`src/rtl/step_pulse_sequencer.sv`:
```
// rtl/step_pulse_sequencer.sv - signed step accumulator driving a timed step/dir pulse FSM
// Optional macro STEP_POSITION_COUNTER_EN adds a 32-bit signed position output.
module step_pulse_sequencer #(
    parameter int deltaBits       = 16,
    parameter int pendingBits     = 20,
    parameter int pulseHighCycles = 250,
    parameter int pulseLowCycles  = 250,
    parameter int dirSetupCycles  = 100
) (
    input  logic                   clock,
    input  logic                   reset,
    input  logic                   enable,
    input  logic                   delta_valid,
    input  logic [deltaBits-1:0]   delta_steps,
    input  logic                   flush,
    output logic                   step,
    output logic                   dir,
    output logic                   busy,
    output logic                   overflow,
    output logic [pendingBits-1:0] pending
`ifdef STEP_POSITION_COUNTER_EN
    ,
    output logic [31:0]            position
`endif
);

    localparam logic [1:0] S_IDLE       = 2'd0;
    localparam logic [1:0] S_DIR_SETUP  = 2'd1;
    localparam logic [1:0] S_PULSE_HIGH = 2'd2;
    localparam logic [1:0] S_PULSE_LOW  = 2'd3;

    localparam int MAX_HL = (pulseHighCycles > pulseLowCycles) ? pulseHighCycles : pulseLowCycles;
    localparam int MAX_C  = (MAX_HL > dirSetupCycles) ? MAX_HL : dirSetupCycles;
    localparam int TW     = (MAX_C > 1) ? $clog2(MAX_C) : 1;
    localparam int PW     = pendingBits + 1;

    localparam logic [TW-1:0] HIGH_LOAD  = TW'(pulseHighCycles - 1);
    localparam logic [TW-1:0] LOW_LOAD   = TW'(pulseLowCycles - 1);
    localparam logic [TW-1:0] SETUP_LOAD = TW'(dirSetupCycles - 1);

    localparam logic signed [PW-1:0] P_MAX = {2'b00, {(pendingBits-1){1'b1}}};
    localparam logic signed [PW-1:0] P_MIN = -P_MAX;

    logic [1:0]                    r_state;
    logic [TW-1:0]                 r_timer;
    logic                          r_step;
    logic                          r_dir;
    logic                          r_overflow;
    logic signed [pendingBits-1:0] r_pending;

    logic                 w_nonzero;
    logic                 w_sign_match;
    logic                 w_start;
    logic signed [PW-1:0] w_pend_ext;
    logic signed [PW-1:0] w_delta_ext;
    logic signed [PW-1:0] w_issue_adj;
    logic signed [PW-1:0] w_sum;
    logic                 w_sat_hi;
    logic                 w_sat_lo;

    // dir=1 owns positive pending, dir=0 owns negative pending.
    assign w_nonzero    = (r_pending != '0);
    assign w_sign_match = w_nonzero && (r_pending[pendingBits-1] != r_dir);

    always_comb begin
        w_start = 1'b0;
        case (r_state)
            S_IDLE:      w_start = enable && w_sign_match;
            S_DIR_SETUP: w_start = (r_timer == '0) && w_sign_match;
            S_PULSE_LOW: w_start = (r_timer == '0) && enable && w_sign_match;
            default:     w_start = 1'b0;
        endcase
    end

    assign w_pend_ext  = {r_pending[pendingBits-1], r_pending};
    assign w_delta_ext = delta_valid ? {{(PW-deltaBits){delta_steps[deltaBits-1]}}, delta_steps} : '0;
    assign w_issue_adj = !w_start ? '0 : (r_dir ? {PW{1'b1}} : PW'(1));
    assign w_sum       = w_pend_ext + w_delta_ext + w_issue_adj;
    assign w_sat_hi    = (w_sum > P_MAX);
    assign w_sat_lo    = (w_sum < P_MIN);

    always_ff @(posedge clock or posedge reset) begin
        if (reset) begin
            r_pending  <= '0;
            r_overflow <= 1'b0;
        end else begin
            r_overflow <= 1'b0;
            if (flush) begin
                r_pending <= '0;
            end else if (w_sat_hi) begin
                r_pending  <= P_MAX[pendingBits-1:0];
                r_overflow <= 1'b1;
            end else if (w_sat_lo) begin
                r_pending  <= P_MIN[pendingBits-1:0];
                r_overflow <= 1'b1;
            end else begin
                r_pending <= w_sum[pendingBits-1:0];
            end
        end
    end

    always_ff @(posedge clock or posedge reset) begin
        if (reset) begin
            r_state <= S_IDLE;
            r_timer <= '0;
            r_step  <= 1'b0;
            r_dir   <= 1'b0;
        end else begin
            case (r_state)
                S_IDLE: begin
                    if (w_start) begin
                        r_state <= S_PULSE_HIGH;
                        r_step  <= 1'b1;
                        r_timer <= HIGH_LOAD;
                    end else if (enable && w_nonzero) begin
                        r_dir   <= ~r_dir;
                        r_state <= S_DIR_SETUP;
                        r_timer <= SETUP_LOAD;
                    end
                end
                S_DIR_SETUP: begin
                    if (r_timer != '0) begin
                        r_timer <= r_timer - 1'b1;
                    end else if (w_start) begin
                        r_state <= S_PULSE_HIGH;
                        r_step  <= 1'b1;
                        r_timer <= HIGH_LOAD;
                    end else begin
                        r_state <= S_IDLE;
                    end
                end
                S_PULSE_HIGH: begin
                    if (r_timer != '0) begin
                        r_timer <= r_timer - 1'b1;
                    end else begin
                        r_state <= S_PULSE_LOW;
                        r_step  <= 1'b0;
                        r_timer <= LOW_LOAD;
                    end
                end
                default: begin
                    if (r_timer != '0) begin
                        r_timer <= r_timer - 1'b1;
                    end else if (w_start) begin
                        r_state <= S_PULSE_HIGH;
                        r_step  <= 1'b1;
                        r_timer <= HIGH_LOAD;
                    end else begin
                        r_state <= S_IDLE;
                    end
                end
            endcase
        end
    end

`ifdef STEP_POSITION_COUNTER_EN
    logic [31:0] r_position;

    always_ff @(posedge clock or posedge reset) begin
        if (reset) begin
            r_position <= '0;
        end else if (w_start) begin
            r_position <= r_position + (r_dir ? 32'd1 : 32'hFFFF_FFFF);
        end
    end

    assign position = r_position;
`endif

    assign step     = r_step;
    assign dir      = r_dir;
    assign busy     = (r_state != S_IDLE);
    assign overflow = r_overflow;
    assign pending  = r_pending;

endmodule

```
`config.mk`:
```
export PLATFORM = sky130hd
export DESIGN_NAME = step_pulse_sequencer
export DESIGN_NICKNAME = d
export VERILOG_FILES = /design/src/rtl/step_pulse_sequencer.sv
export SDC_FILE = /design/constraint.sdc
export NUM_CORES = 1
export LEC_CHECK = 0
export BUFFER_PORTS_ARGS = -buffer_cell sky130_fd_sc_hd__buf_4
export CELL_PAD_IN_SITES_DETAIL_PLACEMENT = 0
export CELL_PAD_IN_SITES_GLOBAL_PLACEMENT = 1
export CORE_ASPECT_RATIO = 1.75
export CORE_UTILIZATION = 40
export DETAILED_ROUTE_END_ITERATION = 8
export PLACE_DENSITY_LB_ADDON = 0.1
export SLEW_MARGIN = 5
export SYNTH_ARGS = -nofsm -noshare
export SYNTH_HDL_FRONTEND = slang
export SYNTH_SLANG_ARGS = --single-unit
```
`constraint.sdc`:
```
create_clock -name clock -period 13.5 [get_ports clock]
set_clock_uncertainty 0.2 [all_clocks]
set_input_delay 3.375 -clock clock [delete_from_list [all_inputs] [get_ports clock]]
set_output_delay 3.375 -clock clock [all_outputs]
set_load 0.01 [all_outputs]
```
Yosys cells after proc, flatten, opt, wreduce, memory -nomap -nowiden

Index checks and enable logic that the tools add are counted.

Add/sub/neg operators: 3
Reductions and logical operators: 16
Multiplexer cells: 26
Magnitude comparators: 2
Equal/unequal tests: 7
Bitwise gates (word level): 2

Operator list:

| kind                   | number |
|---|---|
| $mux W21               | 3 |
| $mux W20               | 3 |
| $mux W8                | 5 |
| $add A20 B21 Y21       | 1 |
| $add A21 B21 Y21       | 1 |
| $gt A21 B20 Y1 const B | 1 |
| $lt A21 B20 Y1 const B | 1 |
| $reduce_bool A20 Y1    | 1 |
| $pmux W8 S2            | 1 |
| $mux W2                | 5 |
| $logic_not A8 Y1       | 1 |
| $reduce_bool A8 Y1     | 1 |
| $sub A8 B1 Y8 const B  | 1 |
| $logic_and A1 B1 Y1    | 6 |
| $mux W1                | 6 |
| $reduce_and A3 Y1      | 2 |
| $eq A2 B2 Y1 const B   | 2 |
| $pmux W2 S2            | 1 |
| $reduce_and A2 Y1      | 2 |
| $reduce_bool A4 Y1     | 1 |
| $ne A3 B3 Y1 const B   | 1 |
| $pmux W1 S3            | 1 |
| $eq A2 B1 Y1 const B   | 1 |
| $logic_not A2 Y1       | 1 |
| other kinds (6)        | 7 |

Logic and storage cells: 62
Bits in registers: 33

Logic depth before layout (Yosys ltp)

Word-level depth: 10
Gate-level depth with buffers: 21
Depth with buffers taken out: 20

Worst setup path after synthesis

OpenSTA, ideal clock, no wires.

Path kind: input to register
From: in enable
To: reg r_pending[2], in the netlist pending[2]
Setup slack: 5.524 ns
Arrival time: 7.684 ns
Path buffers: 1
Library setup time: 0.092 ns
Stages on the path: 20
Cell sequence: inv_1 -> nand2_1 -> a32oi_1 -> nor2_1 -> nand2_1 -> inv_1 -> fa_1 -> ha_1 -> inv_1 -> fa_1 -> nand2b_1 -> a21oi_1 -> o311ai_1 -> a21oi_1 -> a211o_1 -> a31oi_4 -> xor2_4 -> or3_4 -> buf_12 -> o31ai_2

Cells in the longest elaborated chain, start to end: 9
Elaborated cells on any way between the ends: 11
Those cells by class: add/sub (1); order compare (2); mux (5); reduce/logical (3)

Ends and longest elaborated chain:

| element                          | RTL line | text |
|---|---|---|
| from (decl)                      | 12       | `input logic enable,` |
| $logic_and A1 B1 Y1 (2 in a row) | 70       | `S_PULSE_LOW: w_start = (r_timer == '0) && enable && w_sign_match;` |
| $pmux W1 S3 *                    | 67       | `case (r_state)` |
| $mux W21 *                       | 77       | `assign w_issue_adj = !w_start ? '0 : (r_dir ? {PW{1'b1}} : PW'(1));` |
| $add A21 B21 Y21 *               | 78       | `assign w_sum = w_pend_ext + w_delta_ext + w_issue_adj;` |
| $lt A21 B20 Y1                   | 80       | `assign w_sat_lo = (w_sum < P_MIN);` |
| $mux W20                         | 93       | `end else if (w_sat_lo) begin` |
| $mux W20 *                       | 90       | `end else if (w_sat_hi) begin` |
| $mux W20 *                       | 88       | `if (flush) begin` |
| to (signal assigned)             | 91       | `r_pending <= P_MAX[pendingBits-1:0];` |
| to (signal assigned)             | 94       | `r_pending <= P_MIN[pendingBits-1:0];` |
| to (signal assigned)             | 97       | `r_pending <= w_sum[pendingBits-1:0];` |
| to (decl)                        | 49       | `logic signed [pendingBits-1:0] r_pending;` |

Mark *: on every way between the ends. The rest lies on a longest branch, timed or not.
A chain may end at the register's enable or synchronous reset.

Worst setup path after layout

From: in enable
To: reg r_pending[8], in the netlist pending[8]

Same word-level chain as after synthesis.

==> results.md <==
* Post-synthesis net count at slightly above 400
* Layout area overhead at 16.0%
* CP top delay family: compound AO/OA/AOI/OAI gates
* Post-Syn Area per Cell at 9.46 um^2
* CTS Hold Bufs at 0
* Final period utilization at 0.644
* Cell Area, Synth at approximately 3300 um^2
* Antenna cells at 0
* First-pass detailed-route iteration total at 4
* Rows at 43
* Cell mode on critical path: inv_1
* Die X at around 70 um
* DRC viols at 0
* Cell Pwr Density at 196 nW/um^2
* Clock net sink count at 33
* Inserted Clock Buffers at 5
* Maximum single-stage delay on the critical path at around 0.87 ns
* Vias at about 2.6k
* Setup violators final at 0
* Die Area at around 8500 um^2
* Initial antenna violation count at 0
* Ys Warns at 0
* Startpoint class of the critical path: primary input
* Number of enable flip-flop cells after synthesis at 0
* Slowest-stage cell, CP: inv_1
* CTS tree: done
* Vias in the first global route at about 2.8k
* Post-synthesis sequential area ratio at 0.253
* FILL cells at about 770
* Critical Path End Type: flip-flop
* Critical-path cell list: buf_4 -> inv_1 -> nand2_1 -> a32oi_1 -> nor2_1 -> nand2_1 -> inv_1 -> fa_1 -> ha_1 -> inv_1 -> fa_1 -> nand2b_1 -> a21oi_1 -> o311ai_1 -> a21oi_1 -> a211o_1 -> a31oi_4 -> xor2_4 -> or3_4 -> o31ai_2
* Max transition margin at 0.249
* Seq cells post-synth at 33
* Critical Path RT at between 10 and 15 ns
* WL/cell at ~18 um
* Max-Cap Viols at 0
* Layout cells sized above 1 at 0.196
* Top FF cell, synth: dfrtp_1
* Total Routing Usage GR at 0.219
* Final hold vios at 0
* Peak Freq at 115 MHz
* Worst hold slack at 0.319 ns
* Final Max Slew Viols at 0
* WS Path Type: primary input to flip-flop
* Gr ovfl total at 0
* Status: finished, final reports clean
* Worst-Margin Slew at approximately 1.1 ns
* Leak Pwr at between 1.5 and 2 nW
* Clock slew at reported path FFs at 0.06 ns
* Final ANT Viol Nets at 0
* Buf+Inv Stages, Crit Path at 4
* DR iter-0 viols at 116
* Clk_lat worst skew at between 0.2 and 0.3 ns
* Core Area at approximately 8000 um^2
* Pre-CTS WS at 4.53 ns
* Crit path max fanout at 17
* Hold WC Path Type: flip-flop to flip-flop
* Setup TNS at 0 ns
* H-tree lvl count at 2
* Dpl hpwl at 7060 um
* Largest net degree at the start of global routing at 34
* RePlAce Congestion at around 0.85
* Die height at between 100 and 150 um
* Initial Util at 0.413
* RSZ-0062 raised after global routing: no
* Vias per cell at around 5.5
* Worst IR drop on VDD at 0.0821 mV
* Worst EP arrival at 8.66 ns
* Synth cell types at 60
* Root buffer selected by CTS: clkbuf_16
* Clk buf depth at 2
* Crit path time final at about 8.7 ns
* Post-cts resize count at 0
* Ports at 45
* Cells after Synth at 345
* Post-CTS setup repair buffer count at 0
* Port buffer count at 44
* Pwr Total at approximately 0.74 mW
* Final net count at ~450
* Final WL at slightly below 9000 um
* Final WS setup at between 4 and 5 ns
* Async set-reset flop share out of synthesis at 1.00
* First-pass GRT wire length at 14200 um
per-stage QoR:
stage / cells / util / instance area, um^2
after floorplan: 345 / - / 3260
final: 477 / 0.479 / 3790
after detailed placement: 469 / 0.460 / 3640
after global routing: 477 / 0.479 / 3790
after global placement: 469 / 0.460 / 3640
after CTS: 477 / 0.479 / 3790
cell usage in the layout (no fill, tap or decap), drive strengths merged, types with 4 or more instances in the layout:
| master | netlist | layout |
|---|---|---|
| nand3 | 5 | 5 |
| fa | 21 | 21 |
| clkbuf | 8 | 5 |
| xor2 | 11 | 11 |
| nor4 | 6 | 6 |
| inv | 21 | 21 |
| and2 | 17 | 17 |
| xnor2 | 15 | 15 |
| nand2 | 21 | 21 |
| nand2b | 10 | 10 |
| a21oi | 25 | 25 |
| o21ai | 22 | 22 |
| buf | 5 | 47 |
| nor2 | 28 | 28 |
| maj3 | 7 | 7 |
| o31ai | 10 | 10 |
| ha | 21 | 21 |
| or3 | 4 | 4 |
| dfrtp | 33 | 33 |
| a31oi | 4 | 4 |
| nor3 | 8 | 8 |
path summary, 6_finish.rpt:
check,start,slack [ns],cells past startpoint,endpoint
setup reg to reg,r_timer[5]$_DFFE_PP0P_,6.93,21,pending[8]$_DFF_PP0_
max in group asynchronous,reset,9.78,3,r_timer[0]$_DFFE_PP0P_
hold / removal,r_timer[0]$_DFFE_PP0P_,0.32,1,r_timer[0]$_DFFE_PP0P_
min in group asynchronous,reset,2.99,3,r_state[1]$_DFFE_PP0P_
setup / recovery,enable,4.80,20,pending[8]$_DFF_PP0_
hold reg to reg,r_timer[0]$_DFFE_PP0P_,0.32,1,r_timer[0]$_DFFE_PP0P_
registers in the layout (all words and copies together), names as in the netlist:
name / flops
overflow: 1
step: 1
dir: 1
r_timer: 8
r_state: 2
pending: 20
cell type report:
type	count	area (um^2)	share of cell area
Clock inverter	3	22.5	0.00595
Tap cell	90	113	0.0297
Multi-Input combinational cell	278	2270	0.599
Inverter	21	78.8	0.0208
Timing Repair Buffer	47	353	0.0932
Sequential cell	33	826	0.218
Clock buffer	5	125	0.0330
cells by family after synthesis:
kind of cell	after synthesis	share of synthesized area
XOR/XNOR	26	0.0778
flip-flops	33	0.253
buffers and inverters	34	0.0521
AO/OA/AOI/OAI	89	0.197
AND/OR/NAND/NOR	113	0.186
adder cells (fa/ha/maj)	49	0.231
multiplexers	1	0.00307
worst reg2reg max path, stage by stage, from the launching register on:
cell	delay, ns
dfrtp_1	0.41
nor2_1	0.22
nand2_1	0.09
nor4b_2	0.22
buf_4	0.20
a32oi_1	0.13
nor2_1	0.41
nand2_1	0.23
inv_1	0.87
fa_1	0.58
ha_1	0.23
inv_1	0.07
fa_1	0.22
nand2b_1	0.14
a21oi_1	0.08
o311ai_1	0.55
a21oi_1	0.15
a211o_1	0.36
a31oi_4	0.36
xor2_4	0.32
or3_4	0.31
o31ai_2	0.10
synthesized netlist by cell type, types with 2 or more instances:
master | number | area, um^2
dfrtp_1 | 33 | 826
nor2_1 | 27 | 101
a21oi_1 | 25 | 125
fa_1 | 21 | 420
ha_1 | 21 | 263
inv_1 | 21 | 78.8
nand2_1 | 21 | 78.8
and2_1 | 17 | 106
o21ai_0 | 16 | 80.1
xnor2_1 | 14 | 123
nand2b_1 | 10 | 62.6
xor2_1 | 10 | 87.6
clkbuf_1 | 8 | 30.0
nor3_1 | 8 | 40.0
maj3_1 | 7 | 70.1
o31ai_2 | 7 | 87.6
nor4_1 | 6 | 37.5
nand3_1 | 5 | 25.0
o21ai_2 | 4 | 35.0
a21boi_0 | 3 | 22.5
a21o_1 | 3 | 22.5
a31oi_1 | 3 | 18.8
nand3b_1 | 3 | 22.5
nor2b_1 | 3 | 18.8
o211ai_1 | 3 | 22.5
o31ai_1 | 3 | 22.5
or3_1 | 3 | 18.8
a211o_1 | 2 | 17.5
and4_1 | 2 | 17.5
buf_12 | 2 | 40.0
buf_2 | 2 | 10.0
nand4bb_1 | 2 | 22.5
o21a_1 | 2 | 15.0
o21ai_1 | 2 | 10.0
per-layer routing:
metal / vias up / track usage / part of all wire
met3: 13 / 0.0166 / 0.017
met5: - / 0 / 0
met1: 1280 / 0.222 / 0.36
met2: 46 / 0.442 / 0.59
li1: 1296 / - / -
met4: 0 / 0.0938 / 0.027
power breakdown:
group | total [mW] | switching [mW] | internal [mW]
Combinational | 0.435 | 0.241 | 0.194
Sequential | 0.192 | 0.0515 | 0.140
Clock | 0.114 | 0.0460 | 0.0682
Total | 0.741 | 0.339 | 0.402
(Power assumes the default switching activity.)
